`src/rtl/mlp_seq_ctrl.sv`:
```
// Sequential 6-3-3 ReLU MLP classifier: one signed MAC walks an external coefficient ROM.
// Define MLP_SEQ_SAT_EN to clamp oversized ReLU results instead of truncating them.
module mlp_seq_ctrl #(
  parameter int N_IN  = 6,
  parameter int N_HID = 3,
  parameter int N_OUT = 3,
  parameter int IN_W  = 5,
  parameter int W_W   = 8,
  parameter int ACC_W = 20,
  parameter int HID_W = 12,
  parameter int OUT_W = 19,
  // The layer-1 map ends at address 32, so six address bits are needed.
  parameter int CA_W  = 6
) (
  input  logic                   clk,
  input  logic                   rst_n,
  input  logic                   in_valid,
  output logic                   in_ready,
  input  logic [N_IN*IN_W-1:0]   in_data,
  output logic [CA_W-1:0]        coef_addr,
  input  logic [ACC_W-1:0]       coef_data,
  output logic                   out_valid,
  input  logic                   out_ready,
  output logic [1:0]             out_class,
  output logic [N_OUT*OUT_W-1:0] out_scores,
  output logic                   busy
);

  localparam int TERM_W  = $clog2(N_IN);
  localparam int NRN_W   = $clog2((N_HID > N_OUT) ? N_HID : N_OUT);
  localparam int L1_BASE = N_HID * (N_IN + 1);

  typedef enum logic [2:0] {IDLE, BIAS, MAC, WB, ARGMAX, DONE} state_t;

  state_t                   state, state_nx;
  logic                     layer;
  logic [NRN_W-1:0]         neuron;
  logic [TERM_W-1:0]        term;
  logic [IN_W-1:0]          feat  [N_IN];
  logic [HID_W-1:0]         hid   [N_HID];
  logic [OUT_W-1:0]         score [N_OUT];
  logic signed [ACC_W-1:0]  acc;

  logic [TERM_W-1:0]        last_term;
  logic [NRN_W-1:0]         last_nrn;
  logic [CA_W-1:0]          base;
  logic [HID_W-1:0]         x_op;
  logic signed [ACC_W-1:0]  x_s, w_s, prod;
  logic [HID_W-1:0]         hid_val;
  logic [OUT_W-1:0]         out_val;
  logic [1:0]               c0, win_cls;
  logic [OUT_W-1:0]         c0_val;

  assign last_term = layer ? TERM_W'(N_HID - 1) : TERM_W'(N_IN - 1);
  assign last_nrn  = layer ? NRN_W'(N_OUT - 1) : NRN_W'(N_HID - 1);
  assign in_ready  = (state == IDLE);
  assign busy      = (state != IDLE);
  assign out_valid = (state == DONE);

  // Operand selection and the single signed MAC product (unsigned operand, signed weight).
  always_comb begin
    base = layer ? CA_W'(L1_BASE) + CA_W'(neuron) * CA_W'(N_HID + 1)
                 : CA_W'(neuron) * CA_W'(N_IN + 1);
    coef_addr = '0;
    if (state == BIAS)     coef_addr = base;
    else if (state == MAC) coef_addr = base + CA_W'(1) + CA_W'(term);
    x_op = layer ? hid[term[NRN_W-1:0]] : HID_W'(feat[term]);
    x_s  = signed'(ACC_W'(x_op));
    w_s  = ACC_W'(signed'(coef_data[W_W-1:0]));
    prod = x_s * w_s;
  end

  always_comb begin
    hid_val = acc[HID_W-1:0];
    out_val = acc[OUT_W-1:0];
`ifdef MLP_SEQ_SAT_EN
    if (acc > signed'(ACC_W'((1 << HID_W) - 1))) hid_val = '1;
    if (acc > signed'(ACC_W'((1 << OUT_W) - 1))) out_val = '1;
`endif
    if (acc < 0) begin
      hid_val = '0;
      out_val = '0;
    end
  end

  // Tie-to-lower argmax: s0 vs s1 first, the winner then against s2.
  always_comb begin
    c0      = (score[0] >= score[1]) ? 2'd0 : 2'd1;
    c0_val  = (score[0] >= score[1]) ? score[0] : score[1];
    win_cls = (c0_val >= score[2]) ? c0 : 2'd2;
  end

  always_comb begin
    // NOTE: default first so every path assigns state_nx and no latch is inferred.
    state_nx = state;
    unique case (state)
      IDLE:    if (in_valid) state_nx = BIAS;
      BIAS:    state_nx = MAC;
      MAC:     if (term == last_term) state_nx = WB;
      WB:      state_nx = (neuron == last_nrn && layer) ? ARGMAX : BIAS;
      ARGMAX:  state_nx = DONE;
      DONE:    if (out_ready) state_nx = IDLE;
      default: state_nx = IDLE;
    endcase
  end

  // NOTE: sequential state uses non-blocking assignments so every register sees pre-edge values.
  always_ff @(posedge clk or negedge rst_n) begin
    if (!rst_n) state <= IDLE;
    else        state <= state_nx;
  end

  always_ff @(posedge clk or negedge rst_n) begin
    if (!rst_n) begin
      // NOTE: these small register arrays are reset because an abort must leave no stale operands.
      for (int i = 0; i < N_IN; i++)  feat[i]  <= '0;
      for (int i = 0; i < N_HID; i++) hid[i]   <= '0;
      for (int i = 0; i < N_OUT; i++) score[i] <= '0;
      acc        <= '0;
      layer      <= 1'b0;
      neuron     <= '0;
      term       <= '0;
      out_class  <= '0;
      out_scores <= '0;
    end else begin
      unique case (state)
        IDLE: if (in_valid) begin
          for (int i = 0; i < N_IN; i++) feat[i] <= in_data[i*IN_W +: IN_W];
          layer  <= 1'b0;
          neuron <= '0;
        end
        BIAS: begin
          acc  <= signed'(coef_data);
          term <= '0;
        end
        MAC: begin
          acc  <= acc + prod;
          term <= term + 1'b1;
        end
        WB: begin
          if (!layer) hid[neuron]   <= hid_val;
          else        score[neuron] <= out_val;
          if (neuron == last_nrn) begin
            neuron <= '0;
            layer  <= 1'b1;
          end else begin
            neuron <= neuron + 1'b1;
          end
        end
        ARGMAX: begin
          out_class  <= win_cls;
          out_scores <= {score[0], score[1], score[2]};
        end
        default: ;
      endcase
    end
  end

endmodule

```
`config.mk`:
```
export PLATFORM = sky130hd
export DESIGN_NAME = mlp_seq_ctrl
export DESIGN_NICKNAME = d
export VERILOG_FILES = /design/src/rtl/mlp_seq_ctrl.sv
export SDC_FILE = /design/constraint.sdc
export NUM_CORES = 1
export LEC_CHECK = 0
export BUFFER_PORTS_ARGS = -buffer_cell sky130_fd_sc_hd__clkbuf_2
export CAP_MARGIN = 20
export CORE_MARGIN = 3
export CORE_UTILIZATION = 55
export CTS_CLUSTER_SIZE = 25
export DETAILED_ROUTE_END_ITERATION = 8
export PLACE_DENSITY = 0.79
export SLEW_MARGIN = 30
export SYNTH_ARGS = -nofsm -noshare
export SYNTH_HDL_FRONTEND = slang
export SYNTH_SLANG_ARGS = --single-unit
```
`constraint.sdc`:
```
create_clock -name clk -period 6.15 [get_ports clk]
set_input_delay 0 -clock clk [delete_from_list [all_inputs] [get_ports clk]]
set_output_delay 0 -clock clk [all_outputs]
set_load 0.01 [all_outputs]
```
==> key figures, run 1 <==
Critical path
  – Most frequent cell on the critical path: fa_1
  – WP data required: 6.54 ns
  – Reg-to-reg slack, setup: 0.23 ns
  – Setup CP Type: reg2reg
  – Crit path cell chain: buf_4 > mux4_2 > a221oi_4 > a21oi_2 > nand2_1 > fa_1 > fa_1 > inv_1 > fa_1 > fa_1 > fa_1 > ha_4 > and2_4 > a221oi_4 > o21ai_2 > a211oi_1 > xor2_1 > o21ai_0
  – Crit path launch type: flop
  – CP Capture Type: flop
  – CP max FO: 8
  – RR Endpoint: acc[15]
  – Critical path buffers and inverters: 2
  – Critical path arrival: 6.31 ns
  – R2R cell count: 18
  – Max stage delay on crit path: 0.59 ns
  – CP max-delay cell: fa_1
  – RR Startpoint: term[0]
  – CP top delay family: adder cells

Floorplan
  – Initial core utilization: 0.5604
  – Die X: 163.7 µm
  – I/O Pins: 122
  – Row count: 57
  – Die Height: 163.7 µm
  – Core area: 24390 µm²
  – Die Area: 26780 µm²

CTS
  – CTS tree: built
  – Total clock buffers created by CTS: 23
  – Total clock sinks: 211
  – Clk buf depth: 3
  – Clk root buf: clkbuf_16
  – Clock latency on the worst-skew pair: 0.53 ns
  – Htree depth: 1
  – Worst-path clk slew: 0.06 ns

Synthesis
  – Most used DFF post-synth: dfrtp_1
  – Register area share after synthesis: 0.3863
  – Post-synthesis async set-or-reset flop share: 1.000
  – Post-synth EDFFs: 0
  – Synthesized area per cell: 9.949 µm²
  – Cell count after synthesis: 1374
  – Synthesis Warnings: 0
  – Mapped Area: 13670 µm²
  – Post-synth cell types: 60
  – Net Count, Synth: 1610
  – FF+latch count, synth: 211

Detailed routing
  – Final wirelength: 33.92 mm
  – 1st-iter DRT viols: 818
  – Vias/cell: 5.593
  – ANT nets after route: 0
  – DRC viols: 0
  – Via count: 10520
  – 1st-pass router iterations: 5
  – Routed len/inst: 18.03 µm

Placement
  – Gp weighted congestion: 0.8885
  – DP Cell Count: 1785
  – Post-DP HPWL: 24.48 mm
  – Place WS: 0.01239 ns
  – I/O Buffers: 121

Worst hold path
  – HP Start: coef_data[18]
  – Hold Path Depth: 4
  – Hold Path Class: in2reg
  – Hold endpoint: acc[18]

Cells and area
  – Commonest non-fill, non-tap cell in the layout: dfrtp_1
  – Syn-to-layout area delta: 17.95%
  – Nets@finish: 1776
  – Most frequent cells in the layout: dfrtp_1 (209), nand2_1 (207), o21ai_0 (165), inv_1 (143), clkbuf_2 (120)
  – Number of non-filler instances in the completed layout: 1881
  – ANT cells: 0
  – Share of layout cells above drive strength 1: 0.1888

Run
  – Max Cap Viol: 0

Global route
  – Grt met3 use: 0.05123
  – Initial antenna violation count: 1
  – GR Overflow Total: 0
  – Number of global-route vias before repair: 10830
  – GR Util met2: 0.4296
  – Largest net degree at the start of global routing: 133
  – First-pass GRT wire length: 55.63 mm
  – Busiest grt layer: met2
  – M1 GR Usage: 0.3552
  – Total GRT Usage: 0.2605

Timing
  – Total Neg Setup Slack: 0 ns
  – FMAX: 0.1690 GHz
  – Max Slew Vio Count: 0
  – Final-report setup violation count: 0
  – Final hold violations: 0
  – Max-slew headroom: 0.4319
  – Period utilisation layout: 0.9623
  – Skew final: 0.01896 ns
  – Final worst slack: 0.2320 ns
  – Actual slew at the worst max-slew pin: 0.8521 ns
  – Final min period: 5.918 ns

Run status
  – Status: finished, final reports clean
## area by class of cell
cell class              count  area (µm²)
flip-flops and latches    211        5283
inverters                 145       544.3
repair buffers            201        1414
well taps                 324       405.4
clock inverters            13       207.7
clock buffers              29       638.1
fillers                  1887        8268
multi-input cells         958        7631
## worst max path at each step
stage	endpoint	from	depth (start not counted)	slack [ns]
after floorplan	acc[19]	term[0]	18	0.48
after global placement	acc[19]	term[0]	18	0.10
after detailed placement	acc[19]	term[0]	17	0.01
after CTS	acc[19]	term[0]	17	0.01
after global routing	acc[19]	term[0]	17	-0.03
final	acc[15]	term[0]	18	0.23
## stage by stage
stage	utilization	hold slack (ns)	area (µm²)
4_1_cts	0.6569	0.05550	16020
3_3_place_gp	0.5990	0.2180	14610
5_1_grt	0.6610	0.07489	16120
3_5_place_dp	0.6006	0.05440	14650
6_report	0.6610	0.05320	16120
2_1_floorplan	-	-0.2956	13670
## cells in the mapped netlist (all sizes together) (11+ instances only)
cell	instances	area, µm²
dfrtp	211	5280
inv	145	544.3
mux2i	19	190.2
nand2b	29	181.4
nor3	29	156.4
nand3	13	75.07
and2	29	183.9
clkbuf	29	108.9
nor2	58	220.2
a211oi	11	87.58
nand2	207	777.0
ha	102	1276
mux2	73	855.8
o21ai	169	845.8
fa	80	1602
a21o	12	91.34
a21oi	41	224.0
a22oi	13	97.59
buf	31	190.2
## flip-flops by register name, indices dropped and copies added, names as in the netlist
signal,cells
feat,30
neuron,2
acc,20
hid,36
out_class,2
state,3
out_scores,57
score,57
layer,1
term,3
## routing by layer
metal  up-vias  wire [µm]
li1       4940          -
met1      5130      14390
met2       381      15950
met3        67       2663
met4         2        905
met5         -         13
## worst reg2reg max path, stage by stage, from the launching register on
cell and delay [ns]:
dfrtp_2 0.42, buf_4 0.18, mux4_2 0.54, a221oi_4 0.34, a21oi_2 0.14, nand2_1 0.12
fa_1 0.44, fa_1 0.55, inv_1 0.06, fa_1 0.52, fa_1 0.59, fa_1 0.47
ha_4 0.28, and2_4 0.16, a221oi_4 0.29, o21ai_2 0.13, a211oi_1 0.30, xor2_1 0.19
o21ai_0 0.09
## logic make-up after synthesis
group           share of synthesized area
flops                              0.3863
xor+xnor                         0.009611
fa+ha+maj                          0.2105
simple gates                       0.1227
compound gates                     0.1244
buf+inv                           0.06169
mux                               0.08476
## timing repair
item                                   in CTS  in global routing
hold buffers                               52                  0
endpoints found under the hold margin     182                  0
setup endpoints to repair                   1                  9
buffers inserted                            0                  1
resized for setup                           1                 13
gates cloned                                0                  0
Power of run 1 is left out: the tool's default activity adds up to more than one toggle a clock period on the data nets, which glitch-free logic cannot reach.
==> inputs of run 2 (changes only) <==
--- a/config.mk
+++ b/config.mk
@@ -5,7 +5,7 @@
 export SDC_FILE = /design/constraint.sdc
 export NUM_CORES = 1
 export LEC_CHECK = 0
-export BUFFER_PORTS_ARGS = -buffer_cell sky130_fd_sc_hd__clkbuf_2
+export BUFFER_PORTS_ARGS = -buffer_cell sky130_fd_sc_hd__buf_2
 export CAP_MARGIN = 20
 export CORE_MARGIN = 3
 export CORE_UTILIZATION = 55
==> run 2 against run 1 <==
The flow now finishes with violations (hold timing); first-iteration DRC count fell by 6.0%; register-to-register slack got worse by 0.03 ns; wire length increased by 0.14%; utilization fell by 0.092 points; sequential share of layout area about the same; count of clock-buffer cells in the layout rose by 4.
==> key figures, run 2 (synthesized netlist as in run 1, its figures left out) <==
Run status
  – Status: finished, violations left
  – Failing checks: hold timing

Critical path
  – CP Capture Type: flop
  – R2R cell count: 17 (-1)
  – WP data required: 6.51 ns (-0.03 ns)
  – Critical path arrival: 6.30 ns (about the same)
  – RR Endpoint: acc[15]
  – Crit path launch type: flop
  – Setup CP Type: reg2reg
  – CP max FO: 5 (-3)
  – RR Startpoint: term[0]
  – Reg-to-reg slack, setup: 0.21 ns (-0.03 ns)

Global route
  – Initial antenna violation count: 1 (unchanged)
  – First-pass GRT wire length: 55.87 mm (+0.44%)
  – Largest net degree at the start of global routing: 125 (-6.0%)
  – Total GRT Usage: 0.2600 (-0.0004911)
  – GR Overflow Total: 0 (unchanged)
  – Number of global-route vias before repair: 10820 (-0.074%)

Placement
  – Gp weighted congestion: 0.9477 (+6.7%)
  – Post-DP HPWL: 24.79 mm (+1.3%)
  – I/O Buffers: 121 (unchanged)

CTS
  – Total clock buffers created by CTS: 24 (+4.3%)
  – Total clock sinks: 211 (unchanged)
  – Worst-path clk slew: 0.06 ns (about the same)
  – Clk root buf: clkbuf_16
  – Clock latency on the worst-skew pair: 0.52 ns (about the same)
  – CTS tree: built
  – Htree depth: 1 (unchanged)
  – Clk buf depth: 3 (unchanged)

Timing
  – Period utilisation layout: 0.9666 (+0.004355)
  – Skew final: 0.01368 ns (-0.005281 ns)
  – RSZ-0062 raised after global routing: no
  – Total Neg Setup Slack: 0 ns (unchanged)
  – Final hold violations: 5 (+5)
  – Max-slew headroom: 0.3659 (-0.06601)
  – Hold slack: -0.01612 ns (-0.06932 ns)
  – Final-report setup violation count: 0 (unchanged)
  – Actual slew at the worst max-slew pin: 0.9511 ns (+0.09901 ns)
  – Final min period: 5.945 ns (+0.02678 ns)
  – Max Slew Vio Count: 0 (unchanged)
  – FMAX: 0.1682 GHz (-0.45%)

Floorplan
  – Die X: 163.7 µm (unchanged)
  – Die Height: 163.7 µm (unchanged)
  – Core area: 24390 µm² (unchanged)
  – I/O Pins: 122 (unchanged)
  – Initial core utilization: 0.5604 (unchanged)
  – Die Area: 26780 µm² (unchanged)
  – Row count: 57 (unchanged)

Detailed routing
  – 1st-pass router iterations: 5 (unchanged)
  – DRC viols: 0 (unchanged)
  – 1st-iter DRT viols: 769 (-6.0%)
  – Via count: 10480 (-0.41%)
  – Routed len/inst: 18.03 µm (about the same)
  – ANT nets after route: 0 (unchanged)
  – Vias/cell: 5.561 (-0.57%)
  – Final wirelength: 33.97 mm (+0.14%)

Cells and area
  – Regs by FF count: out_scores x57, score x57, hid x36
  – Filler cells: 1914 (+1.4%)
  – Nets@finish: 1778 (+0.11%)
  – Syn-to-layout area delta: 17.78%
  – Most frequent cells in the layout: dfrtp_1 (209), nand2_1 (207), o21ai_0 (166), inv_1 (143), buf_2 (120)
  – Share of layout cells above drive strength 1: 0.1897 (+0.0009189)
  – ANT cells: 0 (unchanged)
  – Commonest non-fill, non-tap cell in the layout: dfrtp_1
  – Post-route core utilization: 0.6601 (-0.0009230)

Run
  – Max Cap Viol: 0 (unchanged)

Worst hold path
  – Hold Path Class: in2async
## run 2: cell types whose count changed in the layout (fill, tap and decap cells not counted), moves of 2 or more
cell and change:
buf_12 -2, clkinv_8 +2, buf_6 +3, clkbuf_2 -120, buf_2 +120, bufinv_16 -2
clkbuf_1 +2, clkinv_2 -3
## run 2: layout make-up
class	count	area, µm²	area share
sequential	211	5283	0.3281
clock inverter	11	161.4	0.01002
inverter	145	544.3	0.03380
timing repair buffer	202	1395	0.08665
multi-input combinational	958	7627	0.4737
tap	324	405.4	0.02518
clock buffer	33	684.4	0.04251
## run 2: routing by layer
metal	wire, µm	share of wire	track usage	vias up
li1	-	-	-	4924
met1	14830	0.44	0.3640	5149
met2	16060	0.47	0.4296	344
met3	2261	0.067	0.04109	58
met4	810	0.024	0.06036	2
met5	9	0.00026	0	-
## run 2: critical path, cell delays in order (launching register included)
cell and delay [ns]:
dfrtp_2 0.45, mux4_2 0.53, a221oi_1 0.42, a21oi_2 0.08
nand2b_1 0.19, fa_1 0.53, fa_1 0.55, inv_1 0.05
fa_1 0.50, fa_1 0.58, fa_1 0.47, ha_4 0.28
and2_4 0.16, a221oi_4 0.29, o21ai_2 0.13, a211oi_1 0.33
xor2_1 0.16, o21ai_0 0.08
## run 2: worst max path at each step
stage                     startpoint      end  slack [ns]  cells past startpoint
after floorplan              term[0]  acc[19]        0.48                     18
after global placement       term[0]  acc[19]        0.15                     19
after detailed placement     term[0]  acc[19]      -0.002                     19
after CTS                    term[0]  acc[19]        0.04                     18
after global routing         term[0]  acc[13]        0.01                     18
final                        term[0]  acc[15]        0.21                     17
## run 2: stage by stage
stage / setup slack (ns) / area (µm²) / std cells
after global placement: 0.1481 / 14590 / 1785
after detailed placement: -0.001829 / 14600 / 1785
after CTS: 0.03963 / 15970 / 1882
after floorplan: 0.4824 / 13670 / 1374
final: 0.2052 / 16100 / 1884
after global routing: 0.01210 / 16100 / 1884
## run 2: timing repair
| action | CTS | global route |
|---|---|---|
| setup endpoints to repair | 2 | 9 |
| gates resized for setup | 2 | 13 |
| pin swaps | 1 | 4 |
| cloned | 0 | 0 |
| hold buffers | 51 | 0 |
| buffers inserted | 2 | 0 |
| endpoints found under the hold margin | 173 | 0 |
Power of run 2 is left out for the same reason.
==> inputs of run 3 (changes only) <==
--- a/config.mk
+++ b/config.mk
@@ -7,11 +7,12 @@
 export LEC_CHECK = 0
 export BUFFER_PORTS_ARGS = -buffer_cell sky130_fd_sc_hd__buf_2
 export CAP_MARGIN = 20
-export CORE_MARGIN = 3
+export CORE_MARGIN = 2
 export CORE_UTILIZATION = 55
 export CTS_CLUSTER_SIZE = 25
 export DETAILED_ROUTE_END_ITERATION = 8
 export PLACE_DENSITY = 0.79
+export RECOVER_POWER = 100
 export SLEW_MARGIN = 30
 export SYNTH_ARGS = -nofsm -noshare
 export SYNTH_HDL_FRONTEND = slang
==> run 3 against run 2 <==
The flow finishes with violations (capacitance limit, slew limit); wire length down 1.8%; global-route usage increased by 0.42 points; hold slack improved by 0.072 ns; first-iteration DRC count rose by 10%; clock skew about the same; critical endpoint unchanged.
==> key figures, run 3 (synthesized netlist as in run 1, its figures left out) <==
Cells and area
  – Most frequent cells in the layout: dfrtp_1 (208), nand2_1 (207), o21ai_0 (166), inv_1 (144), ha_1 (101)
  – Post-route core utilization: 0.6493 (-0.01082)
  – Register area: 5284 µm² (about the same)
  – Regs by FF count: out_scores x57, score x57, hid x36
  – Commonest non-fill, non-tap cell in the layout: dfrtp_1
  – Area of the multi-input gates: 7620 µm² (about the same)
  – Nets@finish: 1776 (-0.11%)
  – Number of non-filler instances in the completed layout: 1880 (-0.21%)
  – ANT cells: 0 (unchanged)
  – Syn-to-layout area delta: 15.85%
  – Filler cells: 1948 (+1.8%)
  – Share of layout cells above drive strength 1: 0.1375 (-0.05221)

Timing
  – Skew final: 0.01396 ns (+0.0002778 ns)
  – Period utilisation layout: 0.9581 (-0.008514)
  – Max Slew Vio Count: 468 (+468)
  – Final min period: 5.892 ns (-0.05236 ns)
  – FMAX: 0.1697 GHz (+0.89%)
  – Final hold violations: 0 (-5)
  – Actual slew at the worst max-slew pin: 3.482 ns (+2.530 ns)
  – Final-report setup violation count: 0 (unchanged)
  – Hold slack: 0.05596 ns (+0.07207 ns)
  – Max-slew headroom: -1.321 (-1.687)

CTS
  – Htree depth: 1 (unchanged)
  – CTS tree: built
  – Total clock sinks: 211 (unchanged)
  – Clk root buf: clkbuf_16
  – Worst-path clk slew: 0.06 ns (about the same)
  – Clock latency on the worst-skew pair: 0.54 ns (+0.02 ns)
  – Clk buf depth: 3 (unchanged)
  – Total clock buffers created by CTS: 23 (-4.2%)

Detailed routing
  – Routed len/inst: 17.75 µm (-1.5%)
  – ANT nets after route: 0 (unchanged)
  – Vias/cell: 5.575 (+0.25%)
  – Via count: 10480 (+0.038%)
  – 1st-pass router iterations: 5 (unchanged)
  – Final wirelength: 33.37 mm (-1.8%)
  – 1st-iter DRT viols: 847 (+10%)
  – DRC viols: 0 (unchanged)

Floorplan
  – Die Area: 26130 µm² (-2.4%)
  – Core area: 24390 µm² (unchanged)
  – Row count: 57 (unchanged)
  – I/O Pins: 122 (unchanged)
  – Die Height: 161.7 µm (-1.2%)
  – Die X: 161.7 µm (-1.2%)
  – Initial core utilization: 0.5604 (unchanged)

Worst hold path
  – Hold Path Class: in2reg
  – HP Start: coef_data[5]

Critical path
  – Critical Path Start: term[0]
  – CP Capture Type: flop
  – Reg-to-reg slack, setup: 0.26 ns (+0.05 ns)
  – Crit path launch type: flop
  – RR Endpoint: acc[15]
  – RR Startpoint: term[0]
  – Worst Setup EP: acc[15]
  – R2R cell count: 19 (+2)
  – Setup CP Type: reg2reg
  – WP data required: 6.55 ns (+0.04 ns)
  – CP max FO: 5 (unchanged)
  – Critical path arrival: 6.29 ns (about the same)

Placement
  – I/O Buffers: 121 (unchanged)
  – Post-DP HPWL: 24.41 mm (-1.5%)
  – DP Cell Count: 1786 (+0.056%)
  – Gp weighted congestion: 0.9035 (-4.7%)

Global route
  – Initial antenna violation count: 0 (-1)
  – Number of global-route vias before repair: 10600 (-2.1%)
  – Largest net degree at the start of global routing: 99 (-21%)
  – GR Overflow Total: 0 (unchanged)
  – Total GRT Usage: 0.2643 (+0.004243)
  – First-pass GRT wire length: 55.08 mm (-1.4%)

Run
  – Max Cap Viol: 9 (+9)

Run status
  – Status: finished, violations left
  – Failing checks: capacitance limit, slew limit
run 3: layout make-up:
| class | instances | share of cell area |
|---|---|---|
| well taps | 324 | 0.02560 |
| clock inverters | 9 | 0.006005 |
| flip-flops and latches | 211 | 0.3337 |
| repair buffers | 201 | 0.07759 |
| multi-input cells | 958 | 0.4812 |
| clock buffers | 32 | 0.04164 |
| inverters | 145 | 0.03437 |
run 3: per-layer routing:
layer	share of wire	wire, µm	track usage	up-vias
met5	0	0	0	-
met1	0.43	14310	0.3697	5084
met4	0.034	1145	0.08085	0
met2	0.46	15240	0.4211	389
li1	-	-	-	4933
met3	0.080	2680	0.05286	75
run 3: critical path: stages (launching register included):
cell and delay, ns:
dfrtp_2 0.43, buf_4 0.14, mux4_2 0.53, a221oi_4 0.31, a21oi_2 0.07, and2_0 0.18
fa_1 0.54, inv_1 0.05, fa_1 0.47, inv_1 0.06, fa_1 0.52, fa_1 0.52
fa_1 0.40, ha_1 0.36, and2_4 0.21, a221oi_4 0.27, o21ai_2 0.13, a211oi_1 0.29
xor2_1 0.19, o21ai_0 0.10
run 3: worst min path at each step:
stage / end / slack [ns] / cells past startpoint
2_1_floorplan: acc[0] / -0.30 / 0
3_3_place_gp: out_scores[20] / 0.02 / 1
3_5_place_dp: out_scores[1] / 0.03 / 1
4_1_cts: out_scores[1] / 0.03 / 2
5_1_grt: acc[5] / 0.07 / 3
6_report: acc[5] / 0.06 / 3
run 3: stage by stage:
step	worst slack (ns)	setup TNS [ns]	instance area, µm²
after floorplan	0.4824	0	13670
after global placement	0.1724	0	14600
after detailed placement	0.1197	0	14600
after CTS	0.09364	0	15870
after global routing	-0.01184	-0.01184	15840
final	0.2576	0	15840
run 3: what timing repair did:
item	in CTS	in global routing
hold endpoints to repair	113	0
setup buffers	0	1
hold buffers	51	0
gates resized for setup	0	16
setup endpoints to repair	0	10
Power of run 3 is left out for the same reason.
